## config.mk

```make
export PLATFORM = sky130hd
export DESIGN_NAME = ram_arbiter
export DESIGN_NICKNAME = d
export VERILOG_FILES = /design/src/rtl/ram_arb_pkg.sv /design/src/rtl/ram_arb_tag_pipe.sv /design/src/rtl/ram_arbiter.sv
export SDC_FILE = /design/constraint.sdc
export NUM_CORES = 1
export LEC_CHECK = 0
export CAP_MARGIN = 5
export CORE_AREA = 2 2 142 144
export CTS_BUF_LIST = sky130_fd_sc_hd__clkbuf_4 sky130_fd_sc_hd__clkbuf_8
export DETAILED_ROUTE_END_ITERATION = 16
export DIE_AREA = 0 0 144 146
export PLACE_DENSITY = 0.72
export SYNTH_ARGS = -nofsm -noshare
export SYNTH_HDL_FRONTEND = slang
export SYNTH_SLANG_ARGS = --single-unit
export TNS_END_PERCENT = 50
```

## constraint.sdc

```tcl
create_clock -name clk -period 2.08 [get_ports clk]
set_input_delay 0.312 -clock clk [delete_from_list [all_inputs] [get_ports clk]]
set_output_delay 0.312 -clock clk [all_outputs]
set_load 0.1 [all_outputs]
```

## src/rtl/ram_arb_pkg.sv

```systemverilog
// Shared types and constants for the two-requester sync_ram arbiter.
// Requester ids, read-tag layout and the round-robin grant rule live here.
package ram_arb_pkg;

  localparam int unsigned RAM_ADDR_WIDTH = 12;
  localparam int unsigned RAM_DATA_WIDTH = 64;
  localparam int unsigned RAM_COEF_WIDTH = 16;

  typedef enum logic {
    REQ_GEN = 1'b0,
    REQ_MUL = 1'b1
  } req_id_e;

  typedef struct packed {
    logic    valid;
    req_id_e id;
  } rd_tag_t;

  // Bit k of the result is the grant for requester k; on conflict the
  // requester that did not win last time is served.
  function automatic logic [1:0] rr_grant(input logic    req0,
                                          input logic    req1,
                                          input req_id_e last);
    logic [1:0] g;
    g = '0;
    if (req0 && req1) begin
      if (last == REQ_MUL) g = 2'b01;
      else                 g = 2'b10;
    end else begin
      g = {req1, req0};
    end
    return g;
  endfunction

endpackage

```

## src/rtl/ram_arb_tag_pipe.sv

```systemverilog
// Fixed-depth shift register carrying read tags alongside the RAM access,
// so the response stage knows which requester owns the returning word.
module ram_arb_tag_pipe
  import ram_arb_pkg::*;
#(
  parameter int unsigned DEPTH = 2
) (
  input  logic    clk,
  input  logic    rstn,
  input  rd_tag_t tag_in,
  output rd_tag_t tag_out
);

  rd_tag_t stage [DEPTH];

  always_ff @(posedge clk) begin
    if (!rstn) begin
      for (int unsigned i = 0; i < DEPTH; i++) begin
        stage[i] <= '0;
      end
    end else begin
      stage[0] <= tag_in;
      for (int unsigned i = 1; i < DEPTH; i++) begin
        stage[i] <= stage[i-1];
      end
    end
  end

  assign tag_out = stage[DEPTH-1];

endmodule

```

## src/rtl/ram_arbiter.sv

```systemverilog
// Round-robin arbiter sharing one single-port sync_ram between the matrix
// generator (requester 0) and the multiplier (requester 1).
// Optional RAM_ARB_STATS_EN adds saturating conflict / wait counters.
module ram_arbiter
  import ram_arb_pkg::*;
#(
  parameter int unsigned ADDR_WIDTH = RAM_ADDR_WIDTH,
  parameter int unsigned DATA_WIDTH = RAM_DATA_WIDTH,
  parameter int unsigned RD_LAT     = 1
) (
  input  logic                  clk,
  input  logic                  rstn,
  input  logic                  req0,
  input  logic                  we0,
  input  logic [ADDR_WIDTH-1:0] addr0,
  input  logic [DATA_WIDTH-1:0] wdata0,
  input  logic                  req1,
  input  logic                  we1,
  input  logic [ADDR_WIDTH-1:0] addr1,
  input  logic [DATA_WIDTH-1:0] wdata1,
  output logic                  gnt0,
  output logic                  gnt1,
  output logic                  rvalid0,
  output logic                  rvalid1,
  output logic [DATA_WIDTH-1:0] rdata,
  output logic                  ram_wr_en,
  output logic                  ram_rd_en,
  output logic [ADDR_WIDTH-1:0] ram_addr,
  output logic [DATA_WIDTH-1:0] ram_din,
  input  logic [DATA_WIDTH-1:0] ram_dout
`ifdef RAM_ARB_STATS_EN
  ,
  output logic [15:0]           stat_conflicts,
  output logic [15:0]           stat_wait1
`endif
);

  req_id_e               last;
  logic [1:0]            gnt;
  logic                  granted;
  logic                  sel_we;
  logic [ADDR_WIDTH-1:0] sel_addr;
  logic [DATA_WIDTH-1:0] sel_wdata;
  rd_tag_t               tag_in;
  rd_tag_t               tag_out;

  assign gnt     = rr_grant(req0, req1, last);
  assign gnt0    = gnt[0];
  assign gnt1    = gnt[1];
  assign granted = |gnt;

  always_comb begin
    sel_we    = we0;
    sel_addr  = addr0;
    sel_wdata = wdata0;
    if (gnt[1]) begin
      sel_we    = we1;
      sel_addr  = addr1;
      sel_wdata = wdata1;
    end
  end

  // last resets to the multiplier so the generator wins the first conflict.
  always_ff @(posedge clk) begin
    if (!rstn) begin
      last <= REQ_MUL;
    end else if (gnt[0]) begin
      last <= REQ_GEN;
    end else if (gnt[1]) begin
      last <= REQ_MUL;
    end
  end

  always_ff @(posedge clk) begin
    if (!rstn) begin
      ram_wr_en <= 1'b0;
      ram_rd_en <= 1'b0;
      ram_addr  <= '0;
      ram_din   <= '0;
    end else begin
      ram_wr_en <= granted && sel_we;
      ram_rd_en <= granted && !sel_we;
      if (granted) begin
        ram_addr <= sel_addr;
      end
      if (granted && sel_we) begin
        ram_din <= sel_wdata;
      end
    end
  end

  always_comb begin
    tag_in.valid = granted && !sel_we;
    tag_in.id    = gnt[1] ? REQ_MUL : REQ_GEN;
  end

  // One stage for the command register plus RD_LAT stages for the RAM itself.
  ram_arb_tag_pipe #(
    .DEPTH(RD_LAT + 1)
  ) u_tag_pipe (
    .clk    (clk),
    .rstn   (rstn),
    .tag_in (tag_in),
    .tag_out(tag_out)
  );

  always_ff @(posedge clk) begin
    if (!rstn) begin
      rvalid0 <= 1'b0;
      rvalid1 <= 1'b0;
      rdata   <= '0;
    end else begin
      rvalid0 <= tag_out.valid && (tag_out.id == REQ_GEN);
      rvalid1 <= tag_out.valid && (tag_out.id == REQ_MUL);
      if (tag_out.valid) begin
        rdata <= ram_dout;
      end
    end
  end

`ifdef RAM_ARB_STATS_EN
  always_ff @(posedge clk) begin
    if (!rstn) begin
      stat_conflicts <= '0;
      stat_wait1     <= '0;
    end else begin
      if (req0 && req1 && (stat_conflicts != '1)) begin
        stat_conflicts <= stat_conflicts + 16'd1;
      end
      if (req1 && !gnt[1] && (stat_wait1 != '1)) begin
        stat_wait1 <= stat_wait1 + 16'd1;
      end
    end
  end
`endif

endmodule
```

Yosys cells after proc, flatten, opt, wreduce, memory -nomap -nowiden

Memories as Yosys holds them, arrays and structs flattened.
Cells that the tools add are included.

Add/sub/neg operators: 0
Multiply operators: 0
Divide/modulo/power cells: 0
$lt $le $gt $ge: 0
Equality and inequality tests: 0
Shift operators: 0
Multiplexer cells: 12
Bitwise logic cells: 3
Reductions and logical operators: 8

Operator list:

| cell               | number |
|---|---|
| 2-to-1 mux 64 bit  | 1 |
| 2-to-1 mux 12 bit  | 1 |
| 2-to-1 mux 2 bit   | 4 |
| 2-to-1 mux 1 bit   | 6 |
| logical AND 1 bit  | 5 |
| OR 1 bit           | 2 |
| nonzero test 2 bit | 1 |
| OR reduction 2 bit | 1 |
| zero test 1 bit    | 1 |
| inverter 1 bit     | 1 |

Flip-flop bits (word level): 145
Bits in latches: 0
Memory bits (writable): 4
Memory bits (read-only): 0
Bits of input ports: 222
Output and inout bits: 146
Word-level logic and storage cells: 32
Memories: 1

Memory list:

| memory           | depth | bits a word | read ports | clocked after Yosys merged registers in | write ports | RTL line               | text |
|---|---|---|---|---|---|---|---|
| u_tag_pipe.stage | 2     | 2           | 2          | 0                                       | 2           | ram_arb_tag_pipe.sv:14 | `rd_tag_t stage [DEPTH];` |

Logic depth before layout (Yosys ltp)

Gate-level depths: netlist of the first run.

Depth after elaboration: 6
Gate-level depth with buffers: 8
Gate-level depth less buffers: 4

Cells and area by module

Synthesis of the first run repeated with hierarchy kept, for this count alone.

Cell total of the unflattened synthesis: 696
Area total of the unflattened synthesis: 6700.2 um^2

Modules (own cells, without submodules):

| module           | times used | cells each | area an instance (um^2) | seq. area each (um^2) |
|---|---|---|---|---|
| ram_arbiter      | 1          | 686        | 6580.1                  | 2902.8 |
| ram_arb_tag_pipe | 1          | 10         | 120.1                   | 80.1 |

Least setup slack after synthesis of the first run

OpenSTA, ideal clock, no wires.

Kind: reg-to-output
Start: reg last
End: out gnt0
Data arrival time: 1579 ps
Required time: 1768 ps
Slack: 189 ps
Cell stages (with the launch flop): 6
Path buffers: 2
Cell sequence: dfxtp_1 nand2b_1 buf_2 nand2_1 clkbuf_1 inv_1

Cells in the longest elaborated chain, start to end: 2

Ends and longest elaborated chain:

| item                     | RTL line          | text |
|---|---|---|
| start: declaration       | ram_arbiter.sv:38 | `req_id_e last;` |
| start signal: assignment | ram_arbiter.sv:66 | `last <= REQ_MUL;` |
| start signal: assignment | ram_arbiter.sv:68 | `last <= REQ_GEN;` |
| start signal: assignment | ram_arbiter.sv:70 | `last <= REQ_MUL;` |
| 2-to-1 mux 2 bit         | ram_arb_pkg.sv:27 | `if (last == REQ_MUL) g = 2'b01;` |
| 2-to-1 mux 2 bit         | ram_arb_pkg.sv:26 | `if (req0 && req1) begin` |
| end: declaration         | ram_arbiter.sv:21 | `output logic gnt0,` |

Every way passes these cells.

Final worst setup path of the first run

Start: in req1
End: out gnt1

Cells in the longest elaborated chain, start to end: 2

Ends and longest elaborated chain:

| item               | RTL line          | text |
|---|---|---|
| start: declaration | ram_arbiter.sv:17 | `input logic req1,` |
| logical AND 1 bit  | ram_arb_pkg.sv:26 |  |
| 2-to-1 mux 2 bit * | ram_arb_pkg.sv:26 |  |
| end: declaration   | ram_arbiter.sv:22 | `output logic gnt1,` |

Every way passes the cells marked *; elsewhere a longest branch is shown, timed or not.

==> flow_summary.json, run 1 <==
{
  "die-area_sq_um": 21020,
  "syn_area_sq_um": 6515,
  "dr.pass1.iters": 5,
  "cts_resized": 0,
  "nNetsFinal": 1216,
  "synth_cell_types": 26,
  "multi_input_area_sq_um": 3151,
  "r2r_start": "last",
  "status": "completed",
  "diodes": 0,
  "cp_cell_sequence": "clkdlybuf4s50_1, a21bo_2, inv_4, buf_12, buf_12",
  "die_y_microns": 146,
  "worstPathRequired_ns": 1.77,
  "vias": 6442,
  "powerDensity_nw_per_um2": 789.0,
  "yosysTopAreaCell": "dfxtp_1",
  "fin_skew_ns": 0.01455,
  "final_common_cell": "clkdlybuf4s50_1",
  "yosys-top-cells-area": "dfxtp_1, a311oi_2, mux2i_1, a221oi_1, nand2_1",
  "grt_usage": 0.2077,
  "critPathMaxFanout": 22,
  "min_path_type": "in2reg",
  "place.gp.congestion": 0.8010,
  "cp-start-kind": "input pin",
  "numCtsBuffers": 17,
  "cp_data_arrival_time_ns": 1.55,
  "post-place-ws_ns": 0.1267,
  "setup_viol": 0,
  "cpMostUsedCell": "buf_12",
  "fillCellCount": 1832,
  "clock_latency_ns": 0.45,
  "critPathCaptureType": "primary output",
  "synth.avg_cell_area_sq_um": 9.886,
  "area_growth_pct": 61.73,
  "crit_type": "in2out",
  "final_antenna_net_count": 0,
  "final_cell_mix": "clkdlybuf4s50_1, buf_4, dfxtp_1",
  "setup_tns_ns": 0,
  "drt_iter0_markers": 310,
  "dp.cells": 1240,
  "synthCells": 659,
  "min_period_ns": 1.863,
  "cp_slowest_stage_delay_ns": 0.48,
  "hold_violations": 0,
  "cts.htree.levels": 4,
  "hold_buffers": 0,
  "slew_headroom": 0.7008,
  "io_buffers": 367,
  "stdcell_count": 1272,
  "grt_pass1_wl_mm": 34.22,
  "cts-root-buf": "clkbuf_8",
  "peakVddDrop_uv": 389.2,
  "grt_pass1_vias": 6173,
  "maxSlewViolCount": 0,
  "die_w_microns": 144,
  "grt_overflow": 0,
  "grt_setup_unrepaired": "false",
  "min_from": "we1",
  "grt_max_degree": 78,
  "slowest_stage": "clkdlybuf4s50_1",
  "clkTransAtPathRegs_ns": 0.09,
  "core_sq_um": 19330,
  "synth-seq-cells": 148,
  "holdWs_ns": 0.2687,
  "worstHoldPathCells": 3,
  "worstMarginPinSlew_ns": 0.4487,
  "routedWlPerCell_microns": 17.97,
  "total_power_mw": 8.313,
  "r2r_cells": 5,
  "row_count": 51,
  "cts_tree": "done",
  "timing.rr.end": "ram_din[3]",
  "mappedNetlistNets": 881,
  "ff_latch_area_sq_um": 2967,
  "post_cts_buffers": 0,
  "io_pins": 368,
  "drt-vias-per-instance": 5.064,
  "drcViolationCount": 0,
  "finalWorstSetupSlack_ns": 0.2171,
  "routed_wl_mm": 22.86,
  "ys_warn_count": 0,
  "post-route-period-util": 0.8956,
  "clk_path_buf_depth": 2,
  "cap_viol_max_count": 0,
  "cts_num_sinks": 148,
  "start_util": 0.3370,
  "dp_hpwl_mm": 16.55,
  "max_freq_mhz": 536.8,
  "power_leakage_nw": 4.103,
  "regToRegSetupSlack_ns": 0.58,
  "drive_gt1_frac": 0.2731,
  "synth_top_area_share": 0.4548,
  "ys_seq_area_frac": 0.4548,
  "antenna_found_initial": 0,
  "min_to": "u_tag_pipe.stage[0][1]"
}
## state kept, by name, summed over array words and instances, names as in the netlist
signal	count
ram_addr	12
rvalid1	1
last	1
rdata	64
ram_wr_en	1
rvalid0	1
ram_din	64
u_tag_pipe.stage	4
## worst max-delay path: cells and delay by family
family          cells  cell delay (ns)
compound gates      1             0.27
buf+inv             4             0.96
## final cells by class
cell class,instances,share of cell area
timing repair buffer,394,0.3482
tap,265,0.03147
sequential,148,0.2816
multi-input combinational,430,0.2990
clock buffer,18,0.02292
inverter,3,0.001544
clock inverter,14,0.01532
## worst max path at each step
| stage | start | to | slack, ns |
|---|---|---|---|
| 4_1_cts | last | gnt1 | 0.19 |
| 3_3_place_gp | req1 | ram_din[5] | 0.16 |
| 6_report | req1 | gnt1 | 0.22 |
| 5_1_grt | last | gnt1 | 0.15 |
| 3_5_place_dp | req1 | ram_din[10] | 0.13 |
| 2_1_floorplan | last | gnt0 | 0.19 |
## cell usage after synthesis
cell type  instances
dfxtp_1          148
nand2_1          132
nor2_1            68
a221oi_1          64
mux2i_1           64
a311oi_2          49
clkbuf_1          41
buf_2             23
a311oi_1          15
o21a_1            11
o221a_2           11
buf_4              7
buf_6              7
and2_1             4
inv_1              2
nand2b_1           2
nand3b_1           2
a21bo_1            1
a21oi_1            1
a22o_1             1
and3_1             1
inv_4              1
mux2_2             1
o211ai_1           1
o21ai_0            1
or2_2              1
## cells by family after synthesis
group / count (synthesis) / synth area share
AOI/OAI and AO/OA: 155 / 0.2564
DFF: 148 / 0.4548
muxes: 65 / 0.1001
and+or+nand+nor: 210 / 0.1252
buffers and inverters: 81 / 0.06357
## metal layers
metal | vias up | GRT usage | part of all wire | routed length [microns]
li1 | 3094 | - | - | -
met1 | 3002 | 0.2463 | 0.39 | 9001
met2 | 313 | 0.3540 | 0.49 | 11260
met3 | 33 | 0.06482 | 0.091 | 2087
met4 | 0 | 0.06863 | 0.022 | 508
met5 | - | 0 | 0 | 0
## stage by stage
step                  util  instance area (sq um)
CTS                 0.5449                  10540
floorplan                -                   6515
global placement    0.5241                  10130
finish              0.5449                  10540
detailed placement  0.5241                  10130
global route        0.5449                  10540
## where the power goes
group	internal [mW]	switching [mW]	leakage, nW
logic	0.946	1.92	2.69
registers	3.01	0.116	1.22
clock network	1.02	1.29	0.200
(Power assumes the default switching activity.)
==> inputs of run 2 (changes only) <==
--- a/config.mk
+++ b/config.mk
@@ -5,7 +5,6 @@
 export SDC_FILE = /design/constraint.sdc
 export NUM_CORES = 1
 export LEC_CHECK = 0
-export CAP_MARGIN = 5
 export CORE_AREA = 2 2 142 144
 export CTS_BUF_LIST = sky130_fd_sc_hd__clkbuf_4 sky130_fd_sc_hd__clkbuf_8
 export DETAILED_ROUTE_END_ITERATION = 16
==> results of run 2 <==
Same layout as run 1: the final DEF is identical, and so are final timing and power.
